[src/rtl/conv_pkg.sv]
`default_nettype none
// ==== conv_pkg : state encoding, width helpers and ReLU helper for conv2d_stream_engine (rev 1.0) ====
package conv_pkg;

  typedef enum logic [2:0] {
    S_IDLE    = 3'd0,
    S_FILL    = 3'd1,
    S_MAC     = 3'd2,
    S_OUT     = 3'd3,
    S_ADVANCE = 3'd4,
    S_DONE    = 3'd5
  } state_t;

  // Bits needed to index n items; never zero so K=1 still yields legal ports.
  function automatic int idx_w(input int n);
    return (n <= 1) ? 1 : $clog2(n);
  endfunction

  function automatic logic relu_pass(input logic sign_bit);
    return !sign_bit;
  endfunction

endpackage
`default_nettype wire

[src/rtl/conv_line_buffer.sv]
`default_nettype none
// ==== conv_line_buffer : K x IMG_W row store with circular row pointer (rev 1.0) ====
module conv_line_buffer
  import conv_pkg::*;
#(
  parameter int K      = 3,
  parameter int IMG_W  = 8,
  parameter int DATA_W = 16
) (
  input  logic                        clk,
  input  logic                        rst,
  input  logic                        clr_i,
  input  logic                        retire_i,
  input  logic                        we_i,
  input  logic [idx_w(K)-1:0]         wr_ky_i,
  input  logic [idx_w(IMG_W)-1:0]     wr_col_i,
  input  logic signed [DATA_W-1:0]    wdata_i,
  input  logic [idx_w(K)-1:0]         rd_ky_i,
  input  logic [idx_w(IMG_W)-1:0]     rd_col_i,
  output logic signed [DATA_W-1:0]    rd_data_o
);
  localparam int KY_W = idx_w(K);
  localparam int KW1  = KY_W + 1;

  logic [KY_W-1:0]          base_q, base_d;
  logic signed [DATA_W-1:0] mem_q [K][IMG_W];

  // Logical row ky (0 = oldest) to physical storage row.
  function automatic logic [KY_W-1:0] phys(input logic [KY_W-1:0] b, input logic [KY_W-1:0] ky);
    logic [KY_W:0] s;
    s = {1'b0, b} + {1'b0, ky};
    if (s >= KW1'(K)) s = s - KW1'(K);
    return s[KY_W-1:0];
  endfunction

  always_comb begin
    base_d = base_q;
    if (clr_i)         base_d = '0;
    else if (retire_i) base_d = phys(base_q, KY_W'(1));
  end

  always_ff @(posedge clk or posedge rst) begin
    if (rst) base_q <= '0;
    else     base_q <= base_d;
  end

  always_ff @(posedge clk) begin
    if (we_i) mem_q[phys(base_q, wr_ky_i)][wr_col_i] <= wdata_i;
  end

  assign rd_data_o = mem_q[phys(base_q, rd_ky_i)][rd_col_i];
endmodule
`default_nettype wire

[src/rtl/mac_unit.sv]
`default_nettype none
// ==== mac_unit : signed multiply-accumulate, wraps modulo 2^ACC_W (rev 1.0) ====
module mac_unit #(
  parameter int A_W   = 16,
  parameter int B_W   = 16,
  parameter int ACC_W = 32
) (
  input  logic                    clk,
  input  logic                    rst,
  input  logic                    en_i,
  input  logic                    clr_i,
  input  logic signed [A_W-1:0]   a_i,
  input  logic signed [B_W-1:0]   b_i,
  output logic signed [ACC_W-1:0] acc_o
);
  localparam int P_W = A_W + B_W;

  logic signed [P_W-1:0]   prod;
  logic signed [ACC_W-1:0] acc_q, acc_d;

  always_comb begin
    prod  = P_W'(a_i) * P_W'(b_i);
    acc_d = acc_q;
    if (en_i) acc_d = (clr_i ? '0 : acc_q) + ACC_W'(prod);
  end

  always_ff @(posedge clk or posedge rst) begin
    if (rst) acc_q <= '0;
    else     acc_q <= acc_d;
  end

  assign acc_o = acc_q;
endmodule
`default_nettype wire

[src/rtl/conv2d_stream_engine.sv]
`default_nettype none
// ==== conv2d_stream_engine : streamed stride-1 valid KxK convolution, one MAC (rev 1.0) ====
// Optional CONV_RELU_EN clamps negative results to zero.
module conv2d_stream_engine
  import conv_pkg::*;
#(
  parameter int IMG_W  = 8,
  parameter int IMG_H  = 8,
  parameter int K      = 3,
  parameter int DATA_W = 16,
  parameter int COEF_W = 16,
  parameter int ACC_W  = 32
) (
  input  logic                      clk,
  input  logic                      rst,
  input  logic                      start,
  input  logic                      kern_we,
  input  logic [idx_w(K*K)-1:0]     kern_addr,
  input  logic signed [COEF_W-1:0]  kern_wdata,
  input  logic                      pix_valid,
  output logic                      pix_ready,
  input  logic signed [DATA_W-1:0]  pix_data,
  output logic                      out_valid,
  input  logic                      out_ready,
  output logic signed [ACC_W-1:0]   out_data,
  output logic                      busy,
  output logic                      done
);
  localparam int TAP_W = idx_w(K*K);
  localparam int KY_W  = idx_w(K);
  localparam int COL_W = idx_w(IMG_W);
  localparam int ROW_W = idx_w(IMG_H);

  localparam logic [TAP_W-1:0] C_TAPS     = TAP_W'(K*K);
  localparam logic [TAP_W-1:0] C_LAST_TAP = TAP_W'(K*K-1);
  localparam logic [KY_W-1:0]  C_LAST_K   = KY_W'(K-1);
  localparam logic [COL_W-1:0] C_LAST_PIX = COL_W'(IMG_W-1);
  localparam logic [COL_W-1:0] C_LAST_WIN = COL_W'(IMG_W-K);
  localparam logic [ROW_W-1:0] C_LAST_ROW = ROW_W'(IMG_H-K);

  state_t                   state_q, state_d;
  logic [COL_W-1:0]         col_q, col_d, wr_col_q, wr_col_d;
  logic [ROW_W-1:0]         row_q, row_d;
  logic [KY_W-1:0]          ky_q, ky_d, kx_q, kx_d, wr_ky_q, wr_ky_d;
  logic [TAP_W-1:0]         tap_q, tap_d;
  logic signed [COEF_W-1:0] coef_q [K*K];
  logic                     pix_xfer, lb_clr, lb_retire, mac_en;
  logic signed [DATA_W-1:0] tap_pix;
  logic signed [ACC_W-1:0]  acc;

  assign pix_ready = (state_q == S_FILL) || (state_q == S_ADVANCE);
  assign pix_xfer  = pix_valid && pix_ready;
  assign busy      = (state_q != S_IDLE);

  always_comb begin
    state_d   = state_q;
    col_d     = col_q;
    row_d     = row_q;
    wr_col_d  = wr_col_q;
    wr_ky_d   = wr_ky_q;
    ky_d      = ky_q;
    kx_d      = kx_q;
    tap_d     = tap_q;
    out_valid = 1'b0;
    done      = 1'b0;
    lb_clr    = 1'b0;
    lb_retire = 1'b0;
    mac_en    = 1'b0;
    case (state_q)
      S_IDLE: if (start) begin
        state_d  = S_FILL;
        col_d    = '0;
        row_d    = '0;
        wr_col_d = '0;
        wr_ky_d  = '0;
        lb_clr   = 1'b1;
      end
      // ADVANCE re-enters with wr_ky = K-1, so it refills exactly one row.
      S_FILL, S_ADVANCE: if (pix_xfer) begin
        wr_col_d = wr_col_q + 1'b1;
        if (wr_col_q == C_LAST_PIX) begin
          wr_col_d = '0;
          if (wr_ky_q == C_LAST_K) begin
            state_d = S_MAC;
            col_d   = '0;
            ky_d    = '0;
            kx_d    = '0;
            tap_d   = '0;
            if (state_q == S_ADVANCE) row_d = row_q + 1'b1;
          end else begin
            wr_ky_d = wr_ky_q + 1'b1;
          end
        end
      end
      S_MAC: begin
        mac_en = 1'b1;
        tap_d  = tap_q + 1'b1;
        kx_d   = kx_q + 1'b1;
        if (kx_q == C_LAST_K) begin
          kx_d = '0;
          ky_d = ky_q + 1'b1;
        end
        if (tap_q == C_LAST_TAP) state_d = S_OUT;
      end
      S_OUT: begin
        out_valid = 1'b1;
        if (out_ready) begin
          ky_d  = '0;
          kx_d  = '0;
          tap_d = '0;
          if (col_q != C_LAST_WIN) begin
            col_d   = col_q + 1'b1;
            state_d = S_MAC;
          end else if (row_q == C_LAST_ROW) begin
            state_d = S_DONE;
          end else begin
            state_d   = S_ADVANCE;
            lb_retire = 1'b1;
            wr_ky_d   = C_LAST_K;
            wr_col_d  = '0;
          end
        end
      end
      S_DONE: begin
        done    = 1'b1;
        state_d = S_IDLE;
      end
      default: state_d = S_IDLE;
    endcase
  end

  always_ff @(posedge clk or posedge rst) begin
    if (rst) begin
      state_q  <= S_IDLE;
      col_q    <= '0;
      row_q    <= '0;
      wr_col_q <= '0;
      wr_ky_q  <= '0;
      ky_q     <= '0;
      kx_q     <= '0;
      tap_q    <= '0;
    end else begin
      state_q  <= state_d;
      col_q    <= col_d;
      row_q    <= row_d;
      wr_col_q <= wr_col_d;
      wr_ky_q  <= wr_ky_d;
      ky_q     <= ky_d;
      kx_q     <= kx_d;
      tap_q    <= tap_d;
    end
  end

  // Kernel is only writable in IDLE, so it stays frozen for a whole image.
  always_ff @(posedge clk or posedge rst) begin
    if (rst) begin
      for (int i = 0; i < K*K; i++) coef_q[i] <= '0;
    end else if (state_q == S_IDLE && kern_we && kern_addr < C_TAPS) begin
      coef_q[kern_addr] <= kern_wdata;
    end
  end

  conv_line_buffer #(.K(K), .IMG_W(IMG_W), .DATA_W(DATA_W)) u_lb (
    .clk       (clk),
    .rst       (rst),
    .clr_i     (lb_clr),
    .retire_i  (lb_retire),
    .we_i      (pix_xfer),
    .wr_ky_i   (wr_ky_q),
    .wr_col_i  (wr_col_q),
    .wdata_i   (pix_data),
    .rd_ky_i   (ky_q),
    .rd_col_i  (col_q + COL_W'(kx_q)),
    .rd_data_o (tap_pix)
  );

  mac_unit #(.A_W(DATA_W), .B_W(COEF_W), .ACC_W(ACC_W)) u_mac (
    .clk   (clk),
    .rst   (rst),
    .en_i  (mac_en),
    .clr_i (tap_q == '0),
    .a_i   (tap_pix),
    .b_i   (coef_q[tap_q]),
    .acc_o (acc)
  );

`ifdef CONV_RELU_EN
  assign out_data = relu_pass(acc[ACC_W-1]) ? acc : '0;
`else
  assign out_data = acc;
`endif

endmodule
`default_nettype wire
[config.mk]
export PLATFORM = sky130hd
export DESIGN_NAME = conv2d_stream_engine
export DESIGN_NICKNAME = d
export VERILOG_FILES = /design/src/rtl/conv_pkg.sv /design/src/rtl/conv_line_buffer.sv /design/src/rtl/mac_unit.sv /design/src/rtl/conv2d_stream_engine.sv
export SDC_FILE = /design/constraint.sdc
export NUM_CORES = 2
export LEC_CHECK = 0
export BUFFER_PORTS_ARGS = -buffer_cell sky130_fd_sc_hd__buf_2
export CORE_AREA = 10 10 290 264
export DETAILED_ROUTE_END_ITERATION = 7
export DIE_AREA = 0 0 300 274
export GPL_TIMING_DRIVEN = 0
export PLACE_DENSITY = 0.66
export SLEW_MARGIN = 20
export SYNTH_ARGS = -nofsm -noshare
export SYNTH_HDL_FRONTEND = slang
export SYNTH_SLANG_ARGS = --single-unit
[constraint.sdc]
create_clock -name clk -period 9.9 [get_ports clk]
set_clock_uncertainty 0.05 [all_clocks]
set_input_delay 0.99 -clock clk [delete_from_list [all_inputs] [get_ports clk]]
set_output_delay 0.99 -clock clk [all_outputs]
set_load 0.1 [all_outputs]
# Word level (Yosys, flattened, before mapping)
# Memories as Yosys holds them, arrays and structs flattened.
# Index checks and enable logic that the tools add are counted.
[classes]
add_sub_neg = 15
n_mul = 1
magnitude_cmp = 10
eq_ne = 23
mux = 77
bitwise = 4
reduce_logical = 21
[ops]
columns = ["cell", "count"]
rows = [
  ["bitwise mux 144 bit", 1],
  ["2-to-1 mux 128 bit", 1],
  ["2-to-1 mux 16 bit", 6],
  ["2-to-1 mux 3 bit", 22],
  ["binary-select mux 16 bit (select 4 bit)", 1],
  ["demux 16 bit (select 4 bit)", 1],
  ["binary-select mux 16 bit (select 3 bit)", 1],
  ["demux 16 bit (select 3 bit)", 1],
  ["2-to-1 mux 2 bit", 19],
  ["adder 32 bit", 1],
  ["multiplier 16 x 16 -> 32 bit", 1],
  ["2-to-1 mux 32 bit", 1],
  ["!= test 2 bit (second input constant)", 12],
  ["AND reduction 6 bit", 4],
  ["one-hot mux 2 bit (3 select lines)", 3],
  ["one-hot mux 3 bit (3 select lines)", 2],
  ["2-to-1 mux 4 bit", 4],
  ["== test 3 bit (second input constant)", 4],
  ["one-hot mux 3 bit (4 select lines)", 1],
  ["one-hot mux 4 bit (3 select lines)", 1],
  ["2-to-1 mux 1 bit", 11],
  ["greater-or-equal comparator 5 bit (second input constant)", 2],
  ["NOT 4 -> 5 bit", 2],
  ["adder 3 x 1 -> 3 bit (second input constant)", 3],
  ["other kinds (28)", 46],
]
[word_totals]
reg_bits = 200
mem_bits_rw = 384
input_bits = 42
out_inout_bits = 36
wordCells = 171
mem_count = 1
[memory_table]
columns = ["name", "depth", "word_bits", "rd", "rd_clocked_by_memory_dff", "wr", "line_no", "source"]
rows = [
  ["u_lb.mem_q", 3, 128, 1, 0, 1, "conv_line_buffer.sv:26", "logic signed [DATA_W-1:0] mem_q [K][IMG_W];"],
]

# Longest topological paths before layout
# An unclocked memory read counts as a cell.
[depth]
word_depth = 9
ltp_mapped = 35
ltp_nobuf = 32

# Modules after synthesis
# Synthesis repeated with hierarchy kept, for this count alone.
[hier_totals]
hier_cells = 2624
area_unflattened_um2 = 35281.3
[by_module_without_submodules]
columns = ["mod", "n_inst", "cells_each", "area_per_inst_um2", "seq_area_each_um2"]
rows = [
  ["conv_line_buffer", 1, 731, 15085.7, 11581.1],
  ["mac_unit", 1, 1283, 12218.0, 800.8],
  ["conv2d_stream_engine", 1, 610, 7977.7, 4154.0],
]

# Least setup slack after synthesis
# No wires, ideal clock.
[synth_path]
path_type = "flip-flop to flip-flop"
startpoint = "reg u_lb.base_q[0]"
endpoint = "reg u_mac.acc_q[28] (netlist: u_mac.acc_o[28])"
setup_ps = 128
arrival_ps = 8502
required_time_ps = 9722
path_slack_ps = 1220
stages_incl_launch_ff = 35
n_path_buf = 2
synth_period_minus_slack_ps = 8680
cell_sequence = "dfrtp_1 ha_1 inv_1 fa_1 inv_1 ha_1 nand3b_4 a21oi_4 buf_6 buf_12 mux4_1 mux4_2 nand2_1 o21ai_2 inv_2 nor2_1 fa_1 inv_1 fa_1 fa_1 inv_1 fa_1 fa_1 inv_1 fa_1 inv_1 ha_1 a211oi_1 o21bai_1 o31ai_1 a31oi_1 a221o_1 a211oi_1 mux2i_1 nand3_1"
[synth_via]
elab_chain_cells = 9
word_cells_on_any_way = 10
cone_classes = "3 x add/sub; 1 x mul; 1 x order compare; 4 x mux; 1 x memory"
[synth_rtl]
columns = ["item", "line_no", "source"]
rows = [
  ["from (decl)", "conv_line_buffer.sv:25", "logic [KY_W-1:0] base_q, base_d;"],
  ["from (signal assigned)", "conv_line_buffer.sv:44", "else base_q <= base_d;"],
  ["adder 2 x 2 -> 3 bit (*)", "conv_line_buffer.sv:31", "s = {1'b0, b} + {1'b0, ky};"],
  ["greater-or-equal comparator 3 x 2 -> 1 bit / subtractor 2 bit (equally long branches)", "conv_line_buffer.sv:32", "if (s >= KW1'(K)) s = s - KW1'(K);"],
  ["2-to-1 mux 2 bit (*)", "conv_line_buffer.sv:32", ""],
  ["memory (3 x 128 bit) (*)", "--", ""],
  ["binary-select mux 16 bit (select 3 bit) (*)", "conv_line_buffer.sv:51", "assign rd_data_o = mem_q[phys(base_q, rd_ky_i)][rd_col_i];"],
  ["2-to-1 mux 16 bit (implied by the code) (*) (2 in a row)", "conv_line_buffer.sv:51", ""],
  ["multiplier 16 x 16 -> 32 bit (*)", "mac_unit.sv:22", "prod = P_W'(a_i) * P_W'(b_i);"],
  ["adder 32 bit (*)", "mac_unit.sv:24", "if (en_i) acc_d = (clr_i ? '0 : acc_q) + ACC_W'(prod);"],
  ["to (signal assigned)", "mac_unit.sv:28", "if (rst) acc_q <= '0;"],
  ["to (signal assigned)", "mac_unit.sv:29", "else acc_q <= acc_d;"],
  ["to (decl)", "mac_unit.sv:19", "logic signed [ACC_W-1:0] acc_q, acc_d;"],
]
# Mark *: on every way between the ends. The rest lies on a longest branch, timed or not. The select of a mux whose other input is x is not followed.
# A chain may end at the register's enable or synchronous reset.

# Worst setup path after layout
[layout_path]
startpoint = "reg u_lb.base_q[0]"
endpoint = "reg u_mac.acc_q[30] (netlist: u_mac.acc_o[30])"
# Same word-level chain as after synthesis.

==> results.ini <==
[status]
status = completed

[global_routing]
globalRouteOverflowTotal = 0
grt_usage_pct = 20.7
grt_max_degree = 103
first_pass_grt_wire_length_mm = 131
first_global_vias = 21919
grt_antenna_before_repair = 1

[floorplan]
die_area_mm2 = 0.0822
start_util_pct = 49.4
io_pins = 78
floorplan.rows = 93
placeableCoreArea_mm2 = 0.0707
fp.dieW_um = 300
die_height_um = 274

[routing]
route.detailed.wl_per_inst_um = 22.6
ant_nets = 0
detail_route.first_pass.iterations = 5
routed_wl_mm = 83.4
number_of_drc_violations_after_detailed_routing_iteration_0 = 1315
detailed_route_drc_error_count = 0
avgViaCountPerCell = 5.54
dr_total_vias = 20487

[cells_and_area]
diodes = 0
area.sequential_mm2 = 0.0165
drive_gt1_share_pct = 20.3
final_std_cells_w_o_fill = 3699
flow.area_growth_from_synthesis_pct = 11.4
final_nets = 3154
filler_cell_count = 5765
area_occupied_by_multi_input_gates_mm2 = 0.0168

[sta]
worst_slew_margin_rel_pct = 27.6
hold_viol = 0
finalSetupViolCount = 0
max_clock_freq_ghz = 0.105
report.final.slew_viol_count = 0
fin_crit_sh_pct = 96.5
finalCriticalPeriod_ps = 9550
timing.setup.tns_ps = 0
worst_pin_slew_ps = 1090

[critical_path]
timing.critical_path.mode_cell = sky130_fd_sc_hd__fa_1
cpPeakStageDelay_ps = 570
critical_path_peak_fanout = 10
critical_path.startpoint_type = register
arrival_ps = 10080
path_class = reg2reg
timing.critical_path.slowest_stage_cell = sky130_fd_sc_hd__mux4_1
cp_data_required_time_ps = 10430
endpoint_kind = register

[clocking]
clk_root_buffer_cell = sky130_fd_sc_hd__clkbuf_16
cts.reportedPaths.clkPinSlew_ps = 60
htreeDepth = 2
clockBufferDepth = 3
worst_skew_pair.late_latency_ps = 640
numClockSinks = 584
cts_tree = yes
numCtsBuffers = 59

[synthesis]
synth-seq-area-share_pct = 47.3
synthesis.yosys.warnings = 0
postSynth.topFlopCell = sky130_fd_sc_hd__edfxtp_1
cells_after_synth = 2543
yosysTopAreaCellShare_pct = 33.0
ys_async_sr_fraction_pct = 34.2
syn_nets = 2992
yosys_register_bits = 584
syn_avg_cell_area_um2 = 13.8
synth.area.top_cells = sky130_fd_sc_hd__edfxtp_1 (33%), sky130_fd_sc_hd__fa_1 (17%), sky130_fd_sc_hd__dfrtp_1 (14%), sky130_fd_sc_hd__mux4_2 (7.6%), sky130_fd_sc_hd__mux2_2 (4.7%)
synth-edff-count = 384
synth_cell_type_count = 72
synth.cell_area_mm2 = 0.0350
synth_area_leader_cell = sky130_fd_sc_hd__edfxtp_1

[worst_hold_path]
holdCritPathClass = in2async

[job]
drv_cap = 0

[placed_design]
finalWeightedCongestion = 0.931
dp.final_hpwl_mm = 61.8
dp.cells = 3581
place.port_buffers = 75

synth_stat cells, types with 26 or more instances:
cell                         n
sky130_fd_sc_hd__clkbuf_1   53
sky130_fd_sc_hd__ha_1      111
sky130_fd_sc_hd__dfrtp_1   200
sky130_fd_sc_hd__nor2_1    180
sky130_fd_sc_hd__o21ai_0    54
sky130_fd_sc_hd__nor2b_1    46
sky130_fd_sc_hd__edfxtp_1  384
sky130_fd_sc_hd__mux2_2    146
sky130_fd_sc_hd__fa_1      296
sky130_fd_sc_hd__nand2_1   207
sky130_fd_sc_hd__a21oi_1    37
sky130_fd_sc_hd__mux4_2    118
sky130_fd_sc_hd__inv_1     356
sky130_fd_sc_hd__buf_2      26
sky130_fd_sc_hd__mux2i_1    41
metal layers:
| metal | vias up | track usage [%] | part of all wire [%] | wire, µm |
|---|---|---|---|---|
| met2 | 629 | 33.8 | 47 | 39500 |
| met3 | 117 | 3.79 | 6.4 | 5330 |
| met5 | - | 0 | 0.016 | 13 |
| li1 | 9068 | - | - | - |
| met1 | 10671 | 28.6 | 44 | 36700 |
| met4 | 2 | 5.14 | 2.3 | 1910 |
worst paths after layout:
path	startpoint	end	slack [ps]	cells past startpoint
hold reg to reg	u_mac.acc_o[9]$_DFFE_PP0P_	u_mac.acc_o[9]$_DFFE_PP0P_	450	2
hold / removal	rst	coef_q[54]$_DFFE_PP0P_	430	2
setup reg to reg	u_lb.base_q[0]$_DFFE_PP0P_	u_mac.acc_o[30]$_DFFE_PP0P_	350	35
setup / recovery	u_lb.base_q[0]$_DFFE_PP0P_	u_mac.acc_o[30]$_DFFE_PP0P_	350	35
max in group asynchronous	rst	u_lb.base_q[0]$_DFFE_PP0P_	8400	3
min in group clk	u_mac.acc_o[9]$_DFFE_PP0P_	u_mac.acc_o[9]$_DFFE_PP0P_	450	2
placed cells by master, fill, tap and decap left out, types with 9 or more instances in the layout:
| cell type | n |
|---|---|
| sky130_fd_sc_hd__fa_1 | 294 |
| sky130_fd_sc_hd__nand3_1 | 17 |
| sky130_fd_sc_hd__nand2_1 | 207 |
| sky130_fd_sc_hd__clkinv_1 | 9 |
| sky130_fd_sc_hd__a21oi_1 | 34 |
| sky130_fd_sc_hd__xnor2_1 | 24 |
| sky130_fd_sc_hd__buf_6 | 12 |
| sky130_fd_sc_hd__xor2_1 | 13 |
| sky130_fd_sc_hd__nor2_1 | 156 |
| sky130_fd_sc_hd__edfxtp_1 | 384 |
| sky130_fd_sc_hd__mux2i_1 | 41 |
| sky130_fd_sc_hd__buf_2 | 98 |
| sky130_fd_sc_hd__clkbuf_16 | 60 |
| sky130_fd_sc_hd__o21a_1 | 16 |
| sky130_fd_sc_hd__nor2_2 | 11 |
| sky130_fd_sc_hd__and2_1 | 10 |
| sky130_fd_sc_hd__mux4_1 | 21 |
| sky130_fd_sc_hd__ha_1 | 111 |
| sky130_fd_sc_hd__nor2_4 | 13 |
| sky130_fd_sc_hd__o21ai_1 | 19 |
| sky130_fd_sc_hd__a21o_1 | 12 |
| sky130_fd_sc_hd__mux2_2 | 146 |
| sky130_fd_sc_hd__o21ai_0 | 51 |
| sky130_fd_sc_hd__nand2b_1 | 21 |
| sky130_fd_sc_hd__dfrtp_1 | 199 |
| sky130_fd_sc_hd__inv_1 | 351 |
| sky130_fd_sc_hd__nor2b_1 | 46 |
| sky130_fd_sc_hd__clkbuf_1 | 64 |
| sky130_fd_sc_hd__buf_4 | 13 |
| sky130_fd_sc_hd__mux4_2 | 118 |
what timing repair did:
item	in CTS	in global routing
setup endpoints to repair	4	9
hold buffers	0	0
gates cloned	0	0
buffers inserted	1	12
resized for setup	3	26
endpoints found under the hold margin	0	0
pin swaps	1	4
state kept, by name, indices dropped and copies added, names as in the netlist:
register and count:
wr_col_q 3, coef_q 144, u_lb.base_q 2, wr_ky_q 2, kx_q 2, state_q 3
u_mac.acc_o 32, row_q 3, ky_q 2, u_lb.mem_q 384, col_q 3, tap_q 4
cell type report:
cell class | instances | share of cell area [%]
flip-flops and latches | 584 | 42.5
multi-input cells | 1503 | 43.2
clock inverters | 29 | 0.758
clock buffers | 76 | 4.09
well taps | 950 | 3.05
plain buffers | 96 | 1.22
inverters | 360 | 3.50
repair buffers | 101 | 1.72
metrics by stage:
step / hold slack [ps] / setup slack (ps) / util, % / instance area [µm²]
after CTS: 444 / 63.8 / 54.8 / 38800
after global placement: 426 / -185 / 51.6 / 36500
after detailed placement: 437 / -350 / 52.1 / 36900
after global routing: 465 / -12.1 / 55.1 / 39000
after floorplan: 401 / 1220 / - / 35000
final: 430 / 350 / 55.1 / 39000
logic make-up (layout without fill, tap and decap cells):
logic type      count (synthesis)  in the layout  share of synthesized area [%]
mux                           326            326                           15.0
xor+xnor                       37             37                          0.927
simple gates                  537            537                           6.99
flops                         584            584                           47.3
compound gates                196            196                           3.66
buf+inv                       456            662                           5.19
fa+ha+maj                     407            407                           20.9
critical path: cells and delay by family, from the launching register on:
kind	cells	cell delay, ps
AO/OA/AOI/OAI	6	1180
adder cells (fa/ha/maj)	10	4360
buffers and inverters	10	940
flip-flops	1	410
multiplexers	2	1120
AND/OR/NAND/NOR	7	1440
Power is left out: the tool's default activity adds up to more than one toggle a clock period on the data nets, which glitch-free logic cannot reach.
